### config.mk
export PLATFORM = sky130hd
export DESIGN_NAME = mem_arbiter
export DESIGN_NICKNAME = d
export VERILOG_FILES = /design/src/rtl/mem_arbiter.sv
export SDC_FILE = /design/constraint.sdc
export NUM_CORES = 1
export LEC_CHECK = 0
export ABC_AREA = 1
export CORE_AREA = 2 2 133 135
export CTS_BUF_LIST = sky130_fd_sc_hd__clkbuf_4 sky130_fd_sc_hd__clkbuf_8
export CTS_CLUSTER_SIZE = 28
export DETAILED_ROUTE_END_ITERATION = 7
export DIE_AREA = 0 0 135 137
export PLACE_DENSITY = 0.73
export SLEW_MARGIN = 30
export SYNTH_ARGS = -nofsm -noshare
export SYNTH_HDL_FRONTEND = slang
export SYNTH_SLANG_ARGS = --single-unit
### constraint.sdc
create_clock -name clk -period 2.55 [get_ports clk]
set_clock_uncertainty 0.15 [all_clocks]
set_input_delay 0.765 -clock clk [delete_from_list [all_inputs] [get_ports clk]]
set_output_delay 0.765 -clock clk [all_outputs]
set_load 0.02 [all_outputs]
### src/rtl/mem_arbiter.sv
// mem_arbiter
// Two-port round-robin arbiter sharing one cached memory system between a
// data-memory requester (port 0) and an instruction-fetch requester (port 1).
// One request is captured at a time and driven to the memory system until
// mem_done. The reply is routed back to the granted port in the same cycle.
//
// Ports:
//   clk, rst                  clock, synchronous active-low reset
//   pN_rd, pN_wr              requests, held until pN_done
//   pN_addr, pN_data_in       request address / write data
//   pN_data_out, pN_done      read data and one-cycle completion pulse
//   pN_hit                    cache hit of the completing access (with done)
//   pN_stall                  request pending and not yet done
//   mem_rd, mem_wr            registered commands to the memory system
//   mem_addr, mem_data_in     registered address / write data to memory
//   mem_data_out, mem_done,
//   mem_stall, mem_hit        replies from the memory system
//   hit_cnt0, hit_cnt1        saturating per-port hit counters
//   err_illegal               sticky: a port presented rd and wr together
//   err_timeout               sticky: watchdog expired while BUSY
module mem_arbiter #(
   parameter int TIMEOUT = 32,
   parameter int CNT_W   = 16
) (
   input  logic             clk,
   input  logic             rst,
   input  logic             p0_rd,
   input  logic             p0_wr,
   input  logic [31:0]      p0_addr,
   input  logic [31:0]      p0_data_in,
   output logic [31:0]      p0_data_out,
   output logic             p0_done,
   output logic             p0_hit,
   output logic             p0_stall,
   input  logic             p1_rd,
   input  logic             p1_wr,
   input  logic [31:0]      p1_addr,
   input  logic [31:0]      p1_data_in,
   output logic [31:0]      p1_data_out,
   output logic             p1_done,
   output logic             p1_hit,
   output logic             p1_stall,
   output logic             mem_rd,
   output logic             mem_wr,
   output logic [31:0]      mem_addr,
   output logic [31:0]      mem_data_in,
   input  logic [31:0]      mem_data_out,
   input  logic             mem_done,
   input  logic             mem_stall,
   input  logic             mem_hit,
   output logic [CNT_W-1:0] hit_cnt0,
   output logic [CNT_W-1:0] hit_cnt1,
   output logic             err_illegal,
   output logic             err_timeout
);

   localparam int WDOG_W = $clog2(TIMEOUT + 1);
   localparam logic [WDOG_W-1:0] WDOG_MAX  = WDOG_W'(TIMEOUT);
   localparam logic [WDOG_W-1:0] WDOG_LAST = WDOG_W'(TIMEOUT - 1);
   localparam logic [WDOG_W-1:0] WDOG_ONE  = WDOG_W'(1);
   localparam logic [CNT_W-1:0]  CNT_MAX   = {CNT_W{1'b1}};
   localparam logic [CNT_W-1:0]  CNT_ONE   = CNT_W'(1);

   typedef enum logic [0:0] {
      ST_IDLE = 1'b0,
      ST_BUSY = 1'b1
   } state_t;

   state_t            state_r;
   state_t            state_n_s;
   logic              grant_r;       // port owning the in-flight access
   logic              last_grant_r;  // port granted most recently
   logic [WDOG_W-1:0] wdog_r;
   logic              mem_rd_r;
   logic              mem_wr_r;
   logic [31:0]       mem_addr_r;
   logic [31:0]       mem_data_in_r;
   logic [CNT_W-1:0]  hit_cnt0_r;
   logic [CNT_W-1:0]  hit_cnt1_r;
   logic              err_illegal_r;
   logic              err_timeout_r;

   logic              elig0_s;
   logic              elig1_s;
   logic              illegal_s;
   logic              grant_vld_s;
   logic              grant_sel_s;
   logic              reply_s;

   // A port is eligible only with exactly one of rd/wr; both high is illegal.
   always_comb begin
      elig0_s   = p0_rd ^ p0_wr;
      elig1_s   = p1_rd ^ p1_wr;
      illegal_s = (p0_rd & p0_wr) | (p1_rd & p1_wr);
      reply_s   = (state_r == ST_BUSY) & mem_done;
   end

   // Next-state and grant selection; on contention the port not granted last wins.
   always_comb begin
      state_n_s   = state_r;
      grant_vld_s = 1'b0;
      grant_sel_s = 1'b0;
      case (state_r)
         ST_IDLE: begin
            if (mem_stall) begin
               grant_vld_s = 1'b0;
            end else if (elig0_s && elig1_s) begin
               grant_vld_s = 1'b1;
               grant_sel_s = ~last_grant_r;
            end else if (elig0_s) begin
               grant_vld_s = 1'b1;
               grant_sel_s = 1'b0;
            end else if (elig1_s) begin
               grant_vld_s = 1'b1;
               grant_sel_s = 1'b1;
            end else begin
               grant_vld_s = 1'b0;
            end
            if (grant_vld_s) begin
               state_n_s = ST_BUSY;
            end else begin
               state_n_s = ST_IDLE;
            end
         end
         ST_BUSY: begin
            if (mem_done) begin
               state_n_s = ST_IDLE;
            end else begin
               state_n_s = ST_BUSY;
            end
         end
         default: begin
            state_n_s = ST_IDLE;
         end
      endcase
   end

   // State register and grant bookkeeping.
   always_ff @(posedge clk) begin
      if (!rst) begin
         state_r      <= ST_IDLE;
         grant_r      <= 1'b0;
         last_grant_r <= 1'b1;
      end else begin
         state_r <= state_n_s;
         if (grant_vld_s) begin
            grant_r      <= grant_sel_s;
            last_grant_r <= grant_sel_s;
         end
      end
   end

   // Memory command registers: captured on grant, held while BUSY, dropped on done.
   always_ff @(posedge clk) begin
      if (!rst) begin
         mem_rd_r      <= 1'b0;
         mem_wr_r      <= 1'b0;
         mem_addr_r    <= 32'h0000_0000;
         mem_data_in_r <= 32'h0000_0000;
      end else if (grant_vld_s) begin
         mem_rd_r      <= grant_sel_s ? p1_rd      : p0_rd;
         mem_wr_r      <= grant_sel_s ? p1_wr      : p0_wr;
         mem_addr_r    <= grant_sel_s ? p1_addr    : p0_addr;
         mem_data_in_r <= grant_sel_s ? p1_data_in : p0_data_in;
      end else if (reply_s) begin
         mem_rd_r <= 1'b0;
         mem_wr_r <= 1'b0;
      end
   end

   // Watchdog counter and sticky timeout flag.
   always_ff @(posedge clk) begin
      if (!rst) begin
         wdog_r        <= {WDOG_W{1'b0}};
         err_timeout_r <= 1'b0;
      end else if (grant_vld_s) begin
         wdog_r <= {WDOG_W{1'b0}};
      end else if ((state_r == ST_BUSY) && !mem_done) begin
         if (wdog_r != WDOG_MAX) begin
            wdog_r <= wdog_r + WDOG_ONE;
         end
         if (wdog_r == WDOG_LAST) begin
            err_timeout_r <= 1'b1;
         end
      end
   end

   // Saturating per-port hit counters, stepped on a completing hit.
   always_ff @(posedge clk) begin
      if (!rst) begin
         hit_cnt0_r <= {CNT_W{1'b0}};
         hit_cnt1_r <= {CNT_W{1'b0}};
      end else if (reply_s && mem_hit) begin
         if (!grant_r && (hit_cnt0_r != CNT_MAX)) begin
            hit_cnt0_r <= hit_cnt0_r + CNT_ONE;
         end
         if (grant_r && (hit_cnt1_r != CNT_MAX)) begin
            hit_cnt1_r <= hit_cnt1_r + CNT_ONE;
         end
      end
   end

   // Sticky illegal-request flag, sampled only while IDLE.
   always_ff @(posedge clk) begin
      if (!rst) begin
         err_illegal_r <= 1'b0;
      end else if ((state_r == ST_IDLE) && illegal_s) begin
         err_illegal_r <= 1'b1;
      end
   end

   // Zero-latency reply routing to the granted port; the other port sees zeros.
   always_comb begin
      p0_done     = reply_s & ~grant_r;
      p1_done     = reply_s &  grant_r;
      p0_hit      = p0_done & mem_hit;
      p1_hit      = p1_done & mem_hit;
      p0_data_out = p0_done ? mem_data_out : 32'h0000_0000;
      p1_data_out = p1_done ? mem_data_out : 32'h0000_0000;
      p0_stall    = (p0_rd | p0_wr) & ~p0_done;
      p1_stall    = (p1_rd | p1_wr) & ~p1_done;
   end

   assign mem_rd      = mem_rd_r;
   assign mem_wr      = mem_wr_r;
   assign mem_addr    = mem_addr_r;
   assign mem_data_in = mem_data_in_r;
   assign hit_cnt0    = hit_cnt0_r;
   assign hit_cnt1    = hit_cnt1_r;
   assign err_illegal = err_illegal_r;
   assign err_timeout = err_timeout_r;

endmodule

# Yosys cells after proc, flatten, opt, wreduce, memory -nomap -nowiden
# Index checks and enable logic that the tools add are counted.
# W data, S select, Z words.
word_totals:
  ff_bits: 109
  latchBits: 0
  ramBits: 0
  rom_bits: 0
  in_bits: 169
  output_inout_bits: 170
  word_cells: 76
  memories: 0
classes:
  addsub: 3
  multipliers: 0
  div_mod_pow: 0
  magnitude_cmp: 0
  eq_ne: 4
  shift: 0
  mux: 22
  bitwise: 21
  reduce_logical: 14
ops:
  columns: ["operator", "count"]
  rows:
  - ["$mux W32", 4]
  - ["$add A16 B1 Y16 const B", 2]
  - ["$ne A16 B16 Y1 const B", 2]
  - ["$mux W1", 17]
  - ["$and A1 B1 Y1", 9]
  - ["$not A1 Y1", 7]
  - ["$add A6 B1 Y6 const B", 1]
  - ["$eq A6 B5 Y1 const B", 1]
  - ["$logic_and A1 B1 Y1", 6]
  - ["$ne A6 B6 Y1 const B", 1]
  - ["$reduce_and A2 Y1", 3]
  - ["$or A1 B1 Y1", 3]
  - ["$reduce_and A3 Y1", 1]
  - ["$logic_not A1 Y1", 2]
  - ["$pmux W1 S2", 1]
  - ["$reduce_bool A2 Y1", 1]
  - ["$reduce_or A2 Y1", 1]
  - ["$xor A1 B1 Y1", 2]

# Longest topological paths before layout
# Gate-level depths: netlist (run 1).
depth:
  word_depth: 9
  mapped_depth: 9
  ltp_nobuf: 9

# Worst setup path before layout (run 1)
# No wires, ideal clock.
synth_path:
  kind: "input -> output"
  from: "in mem_done"
  to: "out p0_data_out[10]"
  arrival_time_ns: 1.716
  t_required_ns: 1.635
  path_slack_ns: -0.081
  path_stages: 5
  path_buffers: 1
  cell_sequence: "nand2_2 nor2_2 inv_2 clkbuf_1 nor2_1"
synth_between:
  elab_chain_len: 3
synth_lines:
  columns: ["item", "line", "text"]
  rows:
  - ["start, declared", "48", "input logic mem_done,"]
  - ["$and A1 B1 Y1", "95", "reply_s = (state_r == ST_BUSY) & mem_done;"]
  - ["$and A1 B1 Y1", "214", "p0_done = reply_s & ~grant_r;"]
  - ["net p0_done", "32", "output logic p0_done,"]
  - ["$mux W32", "218", "p0_data_out = p0_done ? mem_data_out : 32'h0000_0000;"]
  - ["end, declared", "31", "output logic [31:0] p0_data_out,"]
# The timed path passes the listed nets, and every way through them passes these cells.

# Worst setup path in the final report (run 1)
layout_path:
  from: "in p1_rd"
  to: "out p1_stall"
layout_between:
  elab_chain_len: 2
layout_lines:
  columns: ["item", "line", "text"]
  rows:
  - ["start, declared", "35", "input logic p1_rd,"]
  - ["$or A1 B1 Y1", "221", "p1_stall = (p1_rd | p1_wr) & ~p1_done;"]
  - ["$and A1 B1 Y1", "221", null]
  - ["end, declared", "42", "output logic p1_stall,"]
# No other way between the ends.

==> flow_metrics.py, run 1 <==
metrics = {
    "power_and_ir_drop": {
        "clkPwrFrac_pct": 28.9,
        "p_sw_share_pct": 29.4,
        "power_switching_w": 0.00127,
        "ir_drop_v": 0.000284,
        "power_w": 0.00431,
        "cellPowerDensity_mw_per_mm2": 424,
        "p_seq_share_pct": 43.2,
        "p_leak_nw": 4.25,
        "internal-power_w": 0.00304,
        "p_comb_share_pct": 27.9,
    },
    "worst_setup_path": {
        "endpoint_kind": "output port",
        "crit_type": "in -> out",
        "critPathRequiredTime_ns": 1.64,
        "cp-start-kind": "primary input",
        "r2r_cells": 8,
        "path_max_fanout": 2,
        "worstPathArrival_ns": 1.62,
    },
    "place": {
        "io_buffers": 338,
        "gp_congestion": 0.874,
        "pre_cts_ws_ns": -0.880,
        "dp_hpwl_mm": 17.5,
        "placed_area_sq_mm": 0.0101,
    },
    "final_layout": {
        "design_area_sq_mm": 0.0102,
        "syn_to_final_growth_pct": 75.7,
        "diodes": 0,
        "final_common_cell": "clkdlybuf4s50_1",
        "mostFrequentLayoutCells": "clkdlybuf4s50_1, nand2_1, inv_1, o21ai_0, dfxtp_1",
        "layout.nets": 1447,
        "drive_gt1_share_pct": 16.2,
        "nFillCells": 1619,
    },
    "yosys": {
        "synth-xor-area-share_pct": 2.27,
        "synth_compound_area_share_pct": 21.5,
        "yosysWarnings": 0,
        "synth-simple-area-share_pct": 24.2,
        "synth_seq_cells": 109,
        "ys_types": 29,
        "synth_top_family_by_area": "simple AND/OR/NAND/NOR gates",
        "netlist_instances": 912,
        "syn-num-nets": 1089,
        "synth.area.mux_share_pct": 0,
        "synth_adder_area_share_pct": 1.73,
        "syn_area_per_cell_sq_um": 6.34,
        "ys_seq_area_share_pct": 37.7,
        "syn_area_sq_mm": 0.00578,
    },
    "clock_tree": {
        "cts.path.max_buffers": 2,
        "path_clk_slew_ns": 0.09,
        "cts_root_buf": "clkbuf_8",
        "clock-sinks": 109,
        "htreeDepth": 3,
        "hold_buffers": 0,
        "clock_latency_ns": 0.38,
        "cts_tree": "built",
        "numCtsBuffers": 9,
    },
    "min_path": {
        "holdPathStages": 2,
        "hold_path_class": "reg -> reg",
    },
    "routing": {
        "ant_nets": 0,
        "drt_wl_total_mm": 21.9,
        "wl_per_cell_um": 14.6,
        "dr.first_iter.drc_count": 301,
        "num_vias": 6937,
        "drc": 0,
        "dr.pass1.iters": 4,
        "viasPerCell": 4.62,
    },
    "global_routing": {
        "grt_pass1_vias": 6386,
        "grt_pass1_wl_mm": 32.8,
        "grt_overflow_total": 0,
        "grt_use_total_pct": 22.7,
        "grt_max_degree": 59,
        "antenna_found_initial": 0,
    },
    "run_status": {
        "status": "completed",
    },
    "timing": {
        "setup_ws_ns": 0.0196,
        "drv_slew": 0,
        "hold_viol": 0,
        "finalSetupTns_ns": 0,
        "slew_headroom_pct": 78.5,
        "period_share_pct": 99.2,
        "tightestPinTransition_ns": 0.321,
        "report.final.setup_viol": 0,
        "max_freq_ghz": 0.395,
        "fin_crit_ns": 2.53,
        "rsz0062_at_grt": "false",
    },
    "floorplanning": {
        "coreArea_sq_mm": 0.0171,
        "rows": 48,
        "initial_utilization_pct": 33.9,
        "die_w_um": 135,
        "chipHeight_um": 137,
        "io_pins": 339,
        "dieArea_sq_mm": 0.0185,
    },
    "job": {
        "cap_violations": 0,
    },
}
==> stage by stage <==
stage / util, % / hold WS (ns) / std cells
detailed placement: 59.1 / 0.295 / 1482
global placement: 59.1 / 0.287 / 1482
finish: 59.6 / 0.312 / 1500
CTS: 59.3 / 0.315 / 1501
floorplan: - / 0.279 / 912
global route: 59.6 / 0.339 / 1500
==> cell families (layout without fill, tap and decap cells) <==
group / Yosys count / count (layout)
simple gates: 345 / 345
compound gates: 245 / 245
buf+inv: 190 / 553
flops: 109 / 109
xor+xnor: 15 / 15
fa+ha+maj: 8 / 8
==> registers in the layout (all words and copies together) (netlist names) <==
register / count
mem_addr: 32
mem_data_in: 32
hit_cnt0: 16
hit_cnt1: 16
wdog_r: 6
err_illegal: 1
err_timeout: 1
grant_r: 1
last_grant_r: 1
mem_rd: 1
mem_wr: 1
state_r: 1
==> synth_stat cells <==
library cell / n / area, sq um
clkbuf_1: 40 / 150
inv_1: 133 / 499
o21ai_1: 17 / 85.1
buf_2: 6 / 30.0
and3_1: 1 / 6.26
o21ai_2: 2 / 17.5
o22ai_1: 1 / 6.26
clkinv_1: 1 / 3.75
ha_1: 8 / 100
xor2_1: 7 / 61.3
nand2_2: 1 / 6.26
o21a_1: 1 / 7.51
dfxtp_1: 109 / 2180
nor2_4: 2 / 22.5
nand2_1: 181 / 679
a21oi_1: 98 / 490
nand4_1: 10 / 62.6
buf_4: 2 / 15.0
nor2_1: 115 / 432
nor3_1: 3 / 15.0
buf_1: 1 / 3.75
nand3_2: 1 / 10.0
nand3_1: 23 / 115
o21ai_0: 125 / 626
nor2_2: 7 / 43.8
or2_2: 1 / 6.26
inv_2: 7 / 26.3
xnor2_1: 8 / 70.1
a211oi_1: 1 / 7.51
==> final timing paths <==
| path | start | end | slack, ns |
|---|---|---|---|
| setup reg to reg | hit_cnt0[0]$_SDFFE_PN0P_ | hit_cnt0[14]$_SDFFE_PN0P_ | 0.59 |
| setup / recovery | p1_rd | p1_stall | 0.02 |
| hold / removal | mem_data_in[6]$_SDFFE_PN0P_ | mem_data_in[6]$_SDFFE_PN0P_ | 0.31 |
| hold reg to reg | mem_data_in[6]$_SDFFE_PN0P_ | mem_data_in[6]$_SDFFE_PN0P_ | 0.31 |
==> layer usage <==
layer  GRT usage, %  share of wire [%]
met2           41.1                 51
met1           25.1                 38
met3           7.22                8.9
met5              0                  0
met4           7.70                2.0
==> power by group through the flow <==
stage / Clock (W) / Sequential (W) / Combinational, W
2_1_floorplan: 0 / 0.00201 / 0.000378
3_3_place_gp: 0 / 0.00189 / 0.00120
3_5_place_dp: 0 / 0.00190 / 0.00121
4_1_cts: 0.00128 / 0.00186 / 0.00121
5_1_grt: 0.00134 / 0.00187 / 0.00129
6_report: 0.00125 / 0.00186 / 0.00120
==> area by class of cell <==
type | count | area (sq um) | area share [%]
well taps | 225 | 282 | 2.77
clock inverters | 4 | 78.8 | 0.776
multi-input cells | 613 | 3160 | 31.1
inverters | 141 | 537 | 5.28
clock buffers | 12 | 159 | 1.56
repair buffers | 396 | 3760 | 37.1
flip-flops and latches | 109 | 2180 | 21.5
==> worst max-delay path: stages <==
cell and delay, ns:
clkdlybuf4s15_1 0.19, inv_1 0.05, ha_1 0.19, or2_4 0.26, inv_4 0.06, buf_12 0.11
==> timing repair <==
| action | in CTS | in global routing |
|---|---|---|
| setup endpoints to repair | 70 | 46 |
| pin swaps | 4 | 4 |
| gates resized for setup | 315 | 22 |
| gates cloned | 1 | 0 |
| hold endpoints to repair | 0 | 0 |
| buffers inserted | 2 | 0 |
No activity file was read; power rests on OpenSTA's default activity.
==> inputs of run 2 (changes only) <==
- GPL_TIMING_DRIVEN: default -> 0
==> flow_metrics.py, run 2 (synthesized netlist as in run 1, its figures left out) <==
metrics = {
    "place": {
        "dp_hpwl_mm": 18.4,
        "io_buffers": 338,
        "pre_cts_ws_ns": -1.35,
        "gp_congestion": 0.914,
        "placed_area_sq_mm": 0.00968,
    },
    "final_layout": {
        "drive_gt1_share_pct": 14.9,
        "final_common_cell": "clkdlybuf4s50_1",
        "design_area_sq_mm": 0.0101,
        "regArea_sq_mm": 0.00218,
        "multi_input_comb_area_sq_mm": 0.00322,
        "diodes": 0,
        "syn_to_final_growth_pct": 74.4,
        "mostFrequentLayoutCells": "clkdlybuf4s50_1, nand2_1, inv_1, o21ai_0, dfxtp_1",
        "nFillCells": 1629,
        "layout.nets": 1445,
    },
    "global_routing": {
        "grt_pass1_vias": 6530,
        "grt_overflow_total": 0,
        "grt_max_degree": 19,
        "grt_pass1_wl_mm": 34.3,
        "grt_use_total_pct": 23.9,
        "antenna_found_initial": 0,
    },
    "worst_setup_path": {
        "path_max_fanout": 10,
        "cp-start-kind": "primary input",
        "cp_cell_sequence": "buf_6 > nand2_4 > nor2_4 > inv_4 > clkbuf_16 > nor2_1 > buf_2",
        "max_stage_delay_ns": 0.18,
        "endpoint_kind": "output port",
        "crit_type": "in -> out",
        "worstPathArrival_ns": 1.63,
        "reg2reg_slack_ns": 0.55,
        "critPathRequiredTime_ns": 1.64,
        "slowest_stage": "clkbuf_16",
    },
    "run_status": {
        "status": "completed",
    },
    "floorplanning": {
        "chipHeight_um": 137,
        "dieArea_sq_mm": 0.0185,
        "die_w_um": 135,
        "rows": 48,
        "coreArea_sq_mm": 0.0171,
        "io_pins": 339,
        "initial_utilization_pct": 33.9,
    },
    "clock_tree": {
        "numCtsBuffers": 9,
        "path_clk_slew_ns": 0.10,
        "clock_latency_ns": 0.38,
        "cts_root_buf": "clkbuf_8",
        "htreeDepth": 3,
        "clock-sinks": 109,
        "cts.path.max_buffers": 2,
        "cts_tree": "built",
        "hold_buffers": 0,
    },
    "power_and_ir_drop": {
        "clkPwrFrac_pct": 30.1,
        "internal-power_w": 0.00303,
        "p_comb_share_pct": 26.8,
        "power_w": 0.00432,
        "power_switching_w": 0.00130,
        "p_sw_share_pct": 30.0,
        "p_seq_share_pct": 43.1,
        "ir_drop_v": 0.000227,
        "p_leak_nw": 4.10,
        "cellPowerDensity_mw_per_mm2": 429,
    },
    "timing": {
        "drv_slew": 0,
        "fin_crit_ns": 2.55,
        "hold_viol": 0,
        "slew_headroom_pct": 60.8,
        "tightestPinTransition_ns": 0.589,
        "rsz0062_at_grt": "true",
        "report.final.setup_viol": 0,
        "setup_ws_ns": 0.00375,
        "max_freq_ghz": 0.393,
        "period_share_pct": 99.9,
    },
    "routing": {
        "dr.first_iter.drc_count": 313,
        "dr.pass1.iters": 4,
        "viasPerCell": 4.70,
        "drt_wl_total_mm": 23.1,
        "ant_nets": 0,
        "drc": 0,
        "num_vias": 7045,
        "wl_per_cell_um": 15.4,
    },
    "min_path": {
        "hold_path_class": "reg -> reg",
    },
    "job": {
        "cap_violations": 0,
    },
}
run 2: metal layers:
| metal | vias to the layer above | track usage (%) | routed length (um) |
|---|---|---|---|
| li1 | 3585 | - | - |
| met1 | 3121 | 25.8 | 8700 |
| met2 | 298 | 43.6 | 11700 |
| met3 | 41 | 7.37 | 2060 |
| met4 | 0 | 9.38 | 706 |
| met5 | - | 0 | 0 |
run 2: repair_timing:
item	CTS	global route
endpoints found under the setup margin	151	107
setup buffers	6	0
resized for setup	397	45
cloned	1	0
pin swaps	6	2
run 2: worst paths after layout:
check,from,endpoint,depth (start not counted)
setup / recovery,mem_done,p1_data_out[16],7
hold / removal,mem_addr[26]$_SDFFE_PN0P_,mem_addr[26]$_SDFFE_PN0P_,2
setup reg to reg,state_r$_SDFF_PN0_,hit_cnt0[15]$_SDFFE_PN0P_,11
hold reg to reg,mem_addr[26]$_SDFFE_PN0P_,mem_addr[26]$_SDFFE_PN0P_,2
run 2: power groups by stage:
stage,Clock (W),Sequential [W],Combinational (W)
after detailed placement,0,0.00190,0.00113
after CTS,0.00133,0.00186,0.00116
after floorplan,0,0.00201,0.000378
after global placement,0,0.00190,0.00112
after global routing,0.00139,0.00188,0.00125
final,0.00130,0.00186,0.00116
run 2: layout make-up:
class | instances | area share, %
plain buffers | 49 | 3.31
clock buffers | 9 | 1.23
clock inverters | 7 | 1.19
inverters | 141 | 5.33
multi-input cells | 613 | 31.9
flip-flops and latches | 109 | 21.7
well taps | 225 | 2.79
repair buffers | 345 | 32.6
run 2: critical path: cells and delay by family:
kind	cells	cell delay, ns
buffers and inverters	4	0.54
and+or+nand+nor	3	0.31
run 2: per-stage QoR:
stage | hold WS, ns | TNS (ns) | utilization [%] | instances
after floorplan | 0.279 | -2.66 | - | 912
after global placement | 0.286 | -157.61 | 56.8 | 1475
after detailed placement | 0.292 | -156.57 | 56.8 | 1475
after CTS | 0.312 | 0 | 58.6 | 1498
after global routing | 0.331 | -0.509 | 59.1 | 1498
final | 0.309 | 0 | 59.1 | 1498
==> inputs of run 3 (changes only) <==
- CORE_AREA: 2 2 133 135 -> default
- CORE_UTILIZATION: default -> 35
- DIE_AREA: 0 0 135 137 -> default
- PLACE_DENSITY: 0.73 -> 0.78
- clock period: 2.55 -> 2.3 ns (I/O delays scaled with it)
==> flow_metrics.py, run 3 (synthesized netlist as in run 1, its figures left out) <==
metrics = {
    "run_status": {
        "status": "complete, but fails checks",
        "violations": "negative setup slack",
    },
    "routing": {
        "dr.first_iter.drc_count": 294,
        "num_vias": 7248,
        "wl_per_cell_um": 15.6,
        "ant_nets": 0,
        "viasPerCell": 4.84,
        "drc": 0,
        "drt_wl_total_mm": 23.4,
        "dr.pass1.iters": 5,
    },
    "floorplanning": {
        "io_pins": 339,
        "rows": 46,
        "coreArea_sq_mm": 0.0160,
        "die_w_um": 131,
        "dieArea_sq_mm": 0.0170,
        "chipHeight_um": 131,
        "initial_utilization_pct": 36.1,
    },
    "power_and_ir_drop": {
        "ir_drop_v": 0.000265,
        "clkPwrFrac_pct": 26.9,
        "cellPowerDensity_mw_per_mm2": 444,
        "p_sw_share_pct": 31.1,
        "p_comb_share_pct": 29.0,
        "p_leak_nw": 4.48,
        "power_switching_w": 0.00146,
        "p_seq_share_pct": 44.2,
        "internal-power_w": 0.00323,
    },
    "job": {
        "cap_violations": 0,
    },
    "timing": {
        "slew_headroom_pct": 61.1,
        "rsz0062_at_grt": "true",
        "period_share_pct": 104,
        "report.final.setup_viol": 52,
        "hold_viol": 0,
        "tightestPinTransition_ns": 0.584,
        "max_freq_ghz": 0.417,
        "setup_ws_ns": -0.0969,
        "drv_slew": 0,
        "holdWs_ns": 0.310,
        "fin_crit_ns": 2.40,
    },
    "worst_setup_path": {
        "worstPathArrival_ns": 1.56,
        "endpoint_kind": "output port",
        "crit_type": "in -> out",
        "critPathRequiredTime_ns": 1.46,
        "cp-start-kind": "primary input",
        "path_max_fanout": 2,
    },
    "clock_tree": {
        "htreeDepth": 3,
        "numCtsBuffers": 9,
        "cts.path.max_buffers": 2,
        "clock_latency_ns": 0.39,
        "clock-sinks": 109,
        "cts_tree": "built",
        "path_clk_slew_ns": 0.11,
        "hold_buffers": 0,
        "cts_root_buf": "clkbuf_8",
    },
    "place": {
        "dp_hpwl_mm": 17.9,
        "io_buffers": 338,
        "gp_congestion": 0.912,
    },
    "final_layout": {
        "layout.nets": 1452,
        "syn_to_final_growth_pct": 82.4,
        "final_common_cell": "clkdlybuf4s50_1",
        "mostFrequentLayoutCells": "clkdlybuf4s50_1, nand2_1, o21ai_0, inv_1, dfxtp_1",
        "finalCoreUtilization_pct": 65.9,
        "drive_gt1_share_pct": 19.3,
    },
    "global_routing": {
        "grt_use_total_pct": 26.5,
        "grt_overflow_total": 0,
        "grt_pass1_wl_mm": 34.4,
        "antenna_found_initial": 1,
        "grt_pass1_vias": 6622,
        "grt_max_degree": 18,
    },
    "min_path": {
        "hold_path_class": "reg -> reg",
    },
}
## run 3: cell type report
cell class / count / area [sq um]
multi-input cells: 613 / 3380
well taps: 216 / 270
diodes: 2 / 5.00
clock inverters: 5 / 56.3
clock buffers: 11 / 151
fillers: 1435 / 5450
plain buffers: 49 / 369
inverters: 141 / 542
flip-flops and latches: 109 / 2190
repair buffers: 352 / 3580
## run 3: final timing paths
| path | startpoint | end | slack [ns] | cells past startpoint |
|---|---|---|---|---|
| setup / recovery | mem_data_out[30] | p1_data_out[30] | -0.1 | 4 |
| hold / removal | err_illegal$_SDFFE_PN0P_ | err_illegal$_SDFFE_PN0P_ | 0.31 | 2 |
| setup reg to reg | hit_cnt0[1]$_SDFFE_PN0P_ | hit_cnt0[7]$_SDFFE_PN0P_ | 0.31 | 8 |
| hold reg to reg | err_illegal$_SDFFE_PN0P_ | err_illegal$_SDFFE_PN0P_ | 0.31 | 2 |
## run 3: power groups by stage
| stage | clock network, W | registers (W) | logic [W] |
|---|---|---|---|
| CTS | 0.00127 | 0.00207 | 0.00134 |
| detailed placement | 0 | 0.00211 | 0.00127 |
| finish | 0.00126 | 0.00207 | 0.00136 |
| global placement | 0 | 0.00210 | 0.00126 |
| global route | 0.00136 | 0.00208 | 0.00145 |
| floorplan | 0 | 0.00223 | 0.000441 |
## run 3: repair_timing
action / CTS / global route
resized for setup: 491 / 74
pin swaps: 9 / 5
buffers inserted: 9 / 1
hold endpoints to repair: 0 / 0
setup endpoints to repair: 187 / 129
gates cloned: 4 / 0
## run 3: critical path: stages
cell,delay [ns]
clkdlybuf4s50_1,0.45
inv_1,0.09
nor2_4,0.18
buf_6,0.14
## run 3: through the flow
stage | std cells | cell area [sq um] | power [W] | worst slack [ns] | setup TNS [ns]
after floorplan | 912 | 6270 | 0.00267 | -0.0344 | -1.70
after global placement | 1466 | 9920 | 0.00336 | -1.35 | -166.37
after detailed placement | 1466 | 9920 | 0.00338 | -1.36 | -171.56
after CTS | 1495 | 10400 | 0.00468 | -0.110 | -2.65
after global routing | 1497 | 10500 | 0.00489 | -0.117 | -4.43
final | 1498 | 10500 | 0.00468 | -0.0969 | -1.07
## run 3: layer usage
metal	vias to the layer above	routed length [um]	global-route usage, %
met5	-	0	0
met4	0	627	9.80
met3	38	2030	7.74
met2	298	11900	49.0
met1	3297	8830	28.2
li1	3615	-	-
